[src/rtl/uart_frame_loader.sv]
// Host-protocol controller between the Uart and the panel framebuffer write port.
// Parses SYNC/command framing, sequences pixel-stream and fill writes, and answers each transaction with ACK or NAK.
module uart_frame_loader #(
  parameter int          WIDTH          = 32,
  parameter int          HEIGHT         = 16,
  parameter int          ADDR_W         = 16,
  parameter int          TIMEOUT_CYCLES = 10_000_000,
  parameter logic [7:0]  SYNC_BYTE      = 8'hA5,
  parameter logic [7:0]  ACK_BYTE       = 8'h06,
  parameter logic [7:0]  NAK_BYTE       = 8'h15
) (
  input  logic              clock,
  input  logic              reset_n,
  input  logic [7:0]        rx_data,
  input  logic              rx_ready,
  input  logic              tx_ready,
  output logic [7:0]        tx_data,
  output logic              tx_enable,
  output logic [ADDR_W-1:0] write_address,
  output logic [7:0]        write_value,
  output logic              write_enable,
  output logic              busy,
  output logic [15:0]       frames_loaded
);

  localparam int                N         = WIDTH * HEIGHT;
  localparam int                TO_W      = $clog2(TIMEOUT_CYCLES + 1);
  localparam logic [ADDR_W-1:0] LAST_ADDR = ADDR_W'(N - 1);
  localparam logic [TO_W-1:0]   TO_LAST   = TO_W'(TIMEOUT_CYCLES - 1);
  localparam logic [7:0]        CMD_FRAME = 8'h01;
  localparam logic [7:0]        CMD_FILL  = 8'h02;

  typedef enum logic [2:0] {
    S_IDLE     = 3'd0,
    S_CMD      = 3'd1,
    S_FRAME    = 3'd2,
    S_FILL_VAL = 3'd3,
    S_FILL     = 3'd4,
    S_RESP     = 3'd5
  } state_e;

  state_e            state_q, state_d;
  logic              rx_prev_q;
  logic [ADDR_W-1:0] cnt_q, cnt_d;
  logic [TO_W-1:0]   to_q, to_d;
  logic [7:0]        fill_q, fill_d;
  logic [7:0]        tx_data_q, tx_data_d;
  logic              tx_en_q, tx_en_d;
  logic [ADDR_W-1:0] addr_q, addr_d;
  logic [7:0]        val_q, val_d;
  logic              we_q, we_d;
  logic [15:0]       frames_q, frames_d;

  logic accept;
  logic timed;
  logic expired;
  logic last;

  assign accept  = rx_ready & ~rx_prev_q;
  assign timed   = (state_q == S_CMD) || (state_q == S_FRAME) || (state_q == S_FILL_VAL);
  // Expiry wins over a coincident accept: the byte is dropped.
  assign expired = timed && (to_q == TO_LAST);
  assign last    = (cnt_q == LAST_ADDR);

  always_ff @(posedge clock or negedge reset_n) begin
    if (!reset_n) begin
      state_q   <= S_IDLE;
      rx_prev_q <= 1'b0;
      cnt_q     <= '0;
      to_q      <= '0;
      fill_q    <= '0;
      tx_data_q <= '0;
      tx_en_q   <= 1'b0;
      addr_q    <= '0;
      val_q     <= '0;
      we_q      <= 1'b0;
      frames_q  <= '0;
    end else begin
      state_q   <= state_d;
      rx_prev_q <= rx_ready;
      cnt_q     <= cnt_d;
      to_q      <= to_d;
      fill_q    <= fill_d;
      tx_data_q <= tx_data_d;
      tx_en_q   <= tx_en_d;
      addr_q    <= addr_d;
      val_q     <= val_d;
      we_q      <= we_d;
      frames_q  <= frames_d;
    end
  end

  always_comb begin
    state_d = state_q;
    case (state_q)
      S_IDLE: begin
        if (accept && (rx_data == SYNC_BYTE)) state_d = S_CMD;
      end
      S_CMD: begin
        if (expired) state_d = S_RESP;
        else if (accept) begin
          if (rx_data == CMD_FRAME)     state_d = S_FRAME;
          else if (rx_data == CMD_FILL) state_d = S_FILL_VAL;
          else                          state_d = S_RESP;
        end
      end
      S_FRAME: begin
        if (expired)             state_d = S_RESP;
        else if (accept && last) state_d = S_RESP;
      end
      S_FILL_VAL: begin
        if (expired)     state_d = S_RESP;
        else if (accept) state_d = S_FILL;
      end
      S_FILL: begin
        if (last) state_d = S_RESP;
      end
      S_RESP: begin
        if (tx_ready) state_d = S_IDLE;
      end
      default: state_d = S_IDLE;
    endcase
  end

  always_comb begin
    cnt_d     = cnt_q;
    fill_d    = fill_q;
    tx_data_d = tx_data_q;
    tx_en_d   = 1'b0;
    addr_d    = addr_q;
    val_d     = val_q;
    we_d      = 1'b0;
    frames_d  = frames_q;
    // Idle-gap counter restarts on every byte and on every state change.
    if (!timed || accept || (state_d != state_q)) to_d = '0;
    else                                          to_d = to_q + TO_W'(1);
    case (state_q)
      S_CMD: begin
        if (expired) tx_data_d = NAK_BYTE;
        else if (accept) begin
          if (rx_data == CMD_FRAME)      cnt_d     = '0;
          else if (rx_data != CMD_FILL)  tx_data_d = NAK_BYTE;
        end
      end
      S_FRAME: begin
        if (expired) tx_data_d = NAK_BYTE;
        else if (accept) begin
          addr_d = cnt_q;
          val_d  = rx_data;
          we_d   = 1'b1;
          cnt_d  = cnt_q + ADDR_W'(1);
          if (last) tx_data_d = ACK_BYTE;
        end
      end
      S_FILL_VAL: begin
        if (expired) tx_data_d = NAK_BYTE;
        else if (accept) begin
          fill_d = rx_data;
          cnt_d  = '0;
        end
      end
      S_FILL: begin
        addr_d = cnt_q;
        val_d  = fill_q;
        we_d   = 1'b1;
        cnt_d  = cnt_q + ADDR_W'(1);
        if (last) tx_data_d = ACK_BYTE;
      end
      S_RESP: begin
        if (tx_ready) begin
          tx_en_d = 1'b1;
          if (tx_data_q == ACK_BYTE) frames_d = frames_q + 16'd1;
        end
      end
      default: ;
    endcase
  end

  always_comb begin
    busy          = (state_q != S_IDLE);
    tx_data       = tx_data_q;
    tx_enable     = tx_en_q;
    write_address = addr_q;
    write_value   = val_q;
    write_enable  = we_q;
    frames_loaded = frames_q;
  end

endmodule

[config.mk]
export PLATFORM = sky130hd
export DESIGN_NAME = uart_frame_loader
export DESIGN_NICKNAME = d
export VERILOG_FILES = /design/src/rtl/uart_frame_loader.sv
export SDC_FILE = /design/constraint.sdc
export NUM_CORES = 1
export LEC_CHECK = 0
export ABC_AREA = 1
export CORE_ASPECT_RATIO = 1.5
export CORE_UTILIZATION = 51
export CTS_CLUSTER_DIAMETER = 30
export DETAILED_ROUTE_END_ITERATION = 8
export HOLD_SLACK_MARGIN = 0.06
export PLACE_DENSITY = 0.88
export SYNTH_ARGS = -nofsm -noshare
export SYNTH_HDL_FRONTEND = slang
export SYNTH_SLANG_ARGS = --single-unit
export TNS_END_PERCENT = 1
[constraint.sdc]
create_clock -name clock -period 1.75 [get_ports clock]
set_clock_uncertainty 0.2 [all_clocks]
set_input_delay 0.525 -clock clock [delete_from_list [all_inputs] [get_ports clock]]
set_output_delay 0.525 -clock clock [all_outputs]
set_load 0.1 [all_outputs]
==> results of run 1 <==
## stage by stage
stage,setup TNS (ns),hold slack [ns],cells,setup WS (ns)
after floorplan,-15.42,0.0294,707,-0.273
after global placement,-57.14,0.263,1032,-0.755
after detailed placement,-69.58,0.277,1032,-0.951
after CTS,-16.82,0.265,1065,-0.254
## metal layers
layer,overflow,GRT usage
met5,0,0.200
met1,0,0.694
met4,2,0.636
met2,2,0.847
met3,0,0.525
## what timing repair did
item / 4_1_cts
cloned: 5
endpoints found under the setup margin: 112
hold buffers: 1
buffers inserted: 11
pin swaps: 18
resized for setup: 137
hold endpoints to repair: 102
## Yosys cell counts (2+ instances only)
master / instances
and2_1: 2
nand3b_1: 3
inv_2: 3
xnor2_1: 9
nor3_1: 20
nor3_2: 2
buf_2: 7
o21ai_1: 18
xor2_1: 38
buf_6: 3
o21ai_2: 5
nand4_1: 20
ha_1: 3
nand3_2: 5
nor2_2: 3
nand2_2: 4
inv_1: 72
a21oi_1: 4
dfrtp_1: 102
nand2_1: 191
nor4_1: 5
nor2_1: 88
nand3_1: 41
clkbuf_1: 2
o21ai_0: 44
## cells by family after synthesis
| kind of cell | count (synthesis) | share of synthesized area |
|---|---|---|
| XOR/XNOR | 47 | 0.0749 |
| buffers and inverters | 91 | 0.0692 |
| AO/OA/AOI/OAI | 74 | 0.0724 |
| AND/OR/NAND/NOR | 390 | 0.312 |
| adder cells (fa/ha/maj) | 3 | 0.00683 |
| flip-flops | 102 | 0.465 |
==> results by group, run 1 <==
Place
  • Post-placement cell area: 7810 um2
  • RD Place Congestion: 0.997
  • PortBufs: 62
  • DP HPWL: 11,600 um

Yosys
  • Register area share after synthesis: 0.465
  • Share of flip-flops with an asynchronous set or reset: 1.00
  • #FFs+latches synth: ~100
  • Syn Inst Count: 707
  • Yosys Warn Count: 0
  • Top FF cell, synth: dfrtp_1
  • Netlist cell types: 38
  • Post-synth top area share: 0.465
  • Synth area leader: dfrtp_1
  • Synth top area cells: dfrtp_1, nand2_1, xor2_1
  • Syn Nets: 722
  • Average cell area after synthesis: 7.77 um2
  • Mapped Area: 5490 um2
  • Number of synthesized flops with an enable pin: 0

Global route
  • Tot GR Track Use: 0.680
  • Largest net degree at the start of global routing: 76
  • Grt total ovfl: 4

Die
  • I/O pin count: 63
  • Die H: approximately 130 um
  • Die Width: between 80 and 90 um
  • Starting density of the core: 0.522
  • FP Rows: 46

Clocking
  • H-tree depth: 3
  • Clk buf depth: 2
  • Num CTS Buffers: 9
  • Clk root buf: clkbuf_16
  • # clock sinks: a little over 100

STA
  • Worst_ep grt: cnt_q[13]$_DFFE_PN0P_/D
  • WEP type: register data pin

Status
  • Status: did not finish
  • Tool error: [ERROR GRT-0232] Routing congestion too high. Check the congestion heatmap in the GUI.
  • Last stage: 5_1_grt
==> run 2, diff against run 1 <==
- CORE_ASPECT_RATIO: 1.5 -> unset
- CORE_UTILIZATION: 51 -> 40
- CTS_CLUSTER_DIAMETER: 30 -> unset
- HOLD_SLACK_MARGIN: 0.06 -> unset
- PLACE_DENSITY: 0.88 -> unset
- PLACE_DENSITY_LB_ADDON: unset -> 0.15
- clock period: 1.75 -> 2.3 ns (I/O delays scaled with it)
==> results by group, run 2 <==
Drt
  • Final WL: 13,100 um
  • Residual DRC count: 0
  • Vias/cell: 5.04
  • Antenna-violating nets left: 0
  • WL per Instance: between 10 and 15 um
  • DR vias: between 4,000 and 5,000
  • Initial DRC count: 308
  • Router iterations before antenna repair: 5

Cells and area
  • Layout cells sized above 1: 0.180
  • Core Util, Final: 0.564
  • Multi-input logic area: 2620 um2
  • Commonest non-fill, non-tap cell in the layout: nand2_1
  • Largest Register: to_q
  • Largest register FFs: 24
  • Nets: 820
  • Synth-to-layout area growth: 36.5%
  • Filler Cell Count: 1,196
  • Antenna Cells: 0
  • Seq. cell area: 2560 um2
  • Design area: 7500 um2
  • Commonest cells after routing, fill and taps aside: nand2_1, dfrtp_1, nor2_1, inv_1, buf_12

Global route
  • First-pass GRT wire length: 22,100 um
  • Tot GR Track Use: 0.193
  • Grt total ovfl: 0
  • Initial antenna violation count: 0
  • Largest net degree at the start of global routing: 50
  • Number of global-route vias before repair: around 4,800

STA
  • Fraction of the cycle the final worst path needs: 0.971
  • Final setup violation count: 0
  • Worst-Margin Slew: roughly 0.52 ns
  • Max-slew violations: 0
  • Fmax: about 450 MHz
  • Crit path time final: 2.23 ns
  • Fin Setup TNS: 0 ns
  • Final hold violations: 0
  • Max-slew headroom: 0.653

Setup path
  • CP required: around 1.4 ns
  • Startpoint Class: flip-flop
  • Nature of the critical path endpoint: output port
  • Top delay family on crit path: flip-flops
  • Crit-path max FO: 5
  • Critical path class: reg -> out
  • Slowest cell on the critical path: dfrtp_1
  • Worst Path Buf+Inv: 1
  • Arrival @ worst endpoint: 1.34 ns
  • Crit-path max cell delay: 0.46 ns
  • Crit-path cells: nor2_4 > nand2_1 > buf_12

Clocking
  • Clock latency on the worst-skew pair: 0.35 ns
  • Clk slew on worst S/H paths: 0.07 ns
  • Post-CTS Hold Buffers: 0 (was 1)
  • CTS tree: built
  • # clock sinks: 102 (unchanged)
  • H-tree depth: 3 (unchanged)
  • Clk root buf: clkbuf_16 (unchanged)
  • Num CTS Buffers: 9 (unchanged)
  • Clk buf depth: 2 (unchanged)

Die
  • Die ar.: 14,200 um2
  • I/O pin count: 63 (unchanged)
  • Die H: 119 um (was 129 um)
  • FP Rows: 42 (was 46)
  • Core area: 13,300 um2
  • Starting density of the core: 0.413 (was 0.522)
  • Die Width: 119 um (was 86.7 um)

Yosys
  • Mapped Area: 5490 um2 (unchanged)
  • Syn Nets: 722 (unchanged)
  • Register area share after synthesis: 0.465 (unchanged)
  • Most frequent cell after synthesis: nand2_1 (unchanged)
  • Top FF cell, synth: dfrtp_1 (unchanged)
  • Syn Inst Count: 707 (unchanged)
  • Synth area leader: dfrtp_1 (unchanged)
  • Number of synthesized flops with an enable pin: 0 (unchanged)
  • Share of flip-flops with an asynchronous set or reset: 1.00 (unchanged)
  • Netlist cell types: 38 (unchanged)
  • Synth top cells by count: nand2_1, dfrtp_1, nor2_1, inv_1, o21ai_0 (unchanged)
  • Post-synth top area share: 0.465 (unchanged)
  • Average cell area after synthesis: 7.77 um2 (unchanged)
  • Synth top area cells: dfrtp_1, nand2_1, xor2_1 (unchanged)
  • #FFs+latches synth: 102 (unchanged)
  • Yosys Warn Count: 0 (unchanged)

Status
  • Status: finished clean (was did not finish)

Place
  • RD Place Congestion: 0.872 (was 0.997)
  • DP HPWL: 9550 um (was 11,600 um)
  • PortBufs: 62 (unchanged)
  • Post-placement cell area: 7090 um2 (was 7810 um2)

Hold path
  • HP Class: in -> async

Power and ir drop
  • Leakage power: 0.00342 uW
  • Maximum VDD drop: between 900 and 1000 uV
  • PwrDens: 960 nW/um2

Flow run
  • Max-cap violations: 0
## run 2: layout make-up
class | count | area share
sequential | 102 | 0.341
timing repair buffer | 101 | 0.205
inverter | 77 | 0.0389
clock inverter | 6 | 0.00617
tap | 176 | 0.0294
clock buffer | 10 | 0.0305
multi-input combinational | 514 | 0.349
## run 2: report_power, final
part           internal (uW)  switching, uW  total [uW]
registers               2080            352        2430
clock network            744            685        1430
logic                   1190           2150        3340
## run 2: path summary, 6_finish.rpt
kind	slack (ns)	endpoint	startpoint	cells after the start
max	0.07	busy	state_q[1]$_DFF_PN0_	3
min	0.10	cnt_q[8]$_DFFE_PN0P_	reset_n	1
max reg2reg	0.16	to_q[17]$_DFF_PN0_	cnt_q[1]$_DFFE_PN0P_	10
min reg2reg	0.28	fill_q[5]$_DFFE_PN0P_	fill_q[5]$_DFFE_PN0P_	2
max in group asynchronous	1.26	state_q[2]$_DFF_PN0_	reset_n	2
min in group clock	0.28	fill_q[5]$_DFFE_PN0P_	fill_q[5]$_DFFE_PN0P_	2
## run 2: routing by layer
layer	global-route usage	wire length [um]	up-vias
met5	0	0	-
met4	0.0862	266	0
met3	0.0292	555	21
met2	0.324	6540	135
met1	0.247	5780	2342
li1	-	-	2468
## run 2: kinds of logic after synthesis
group / synth area share
compound gates: 0.0724
xor+xnor: 0.0749
buf+inv: 0.0692
fa+ha+maj: 0.00683
simple gates: 0.312
flops: 0.465
## run 2: per-stage QoR
step	cells	power (uW)	setup WS [ns]	hold WS (ns)
detailed placement	967	5700	-0.505	0.268
floorplan	707	4400	0.00241	0.194
global placement	967	5640	-0.438	0.260
global route	986	7520	-0.00858	0.134
finish	986	7200	0.0678	0.100
CTS	983	7160	0.0142	0.112
## run 2: repair_timing
| item | 4_1_cts | 5_1_grt |
|---|---|---|
| cloned | 0 | 3 |
| resized for setup | 5 | 15 |
| setup buffers | 0 | 0 |
| endpoints found under the hold margin | 0 | 0 |
| pin swaps | 1 | 5 |
| endpoints found under the setup margin | 70 | 49 |
(Power assumes the default switching activity.)
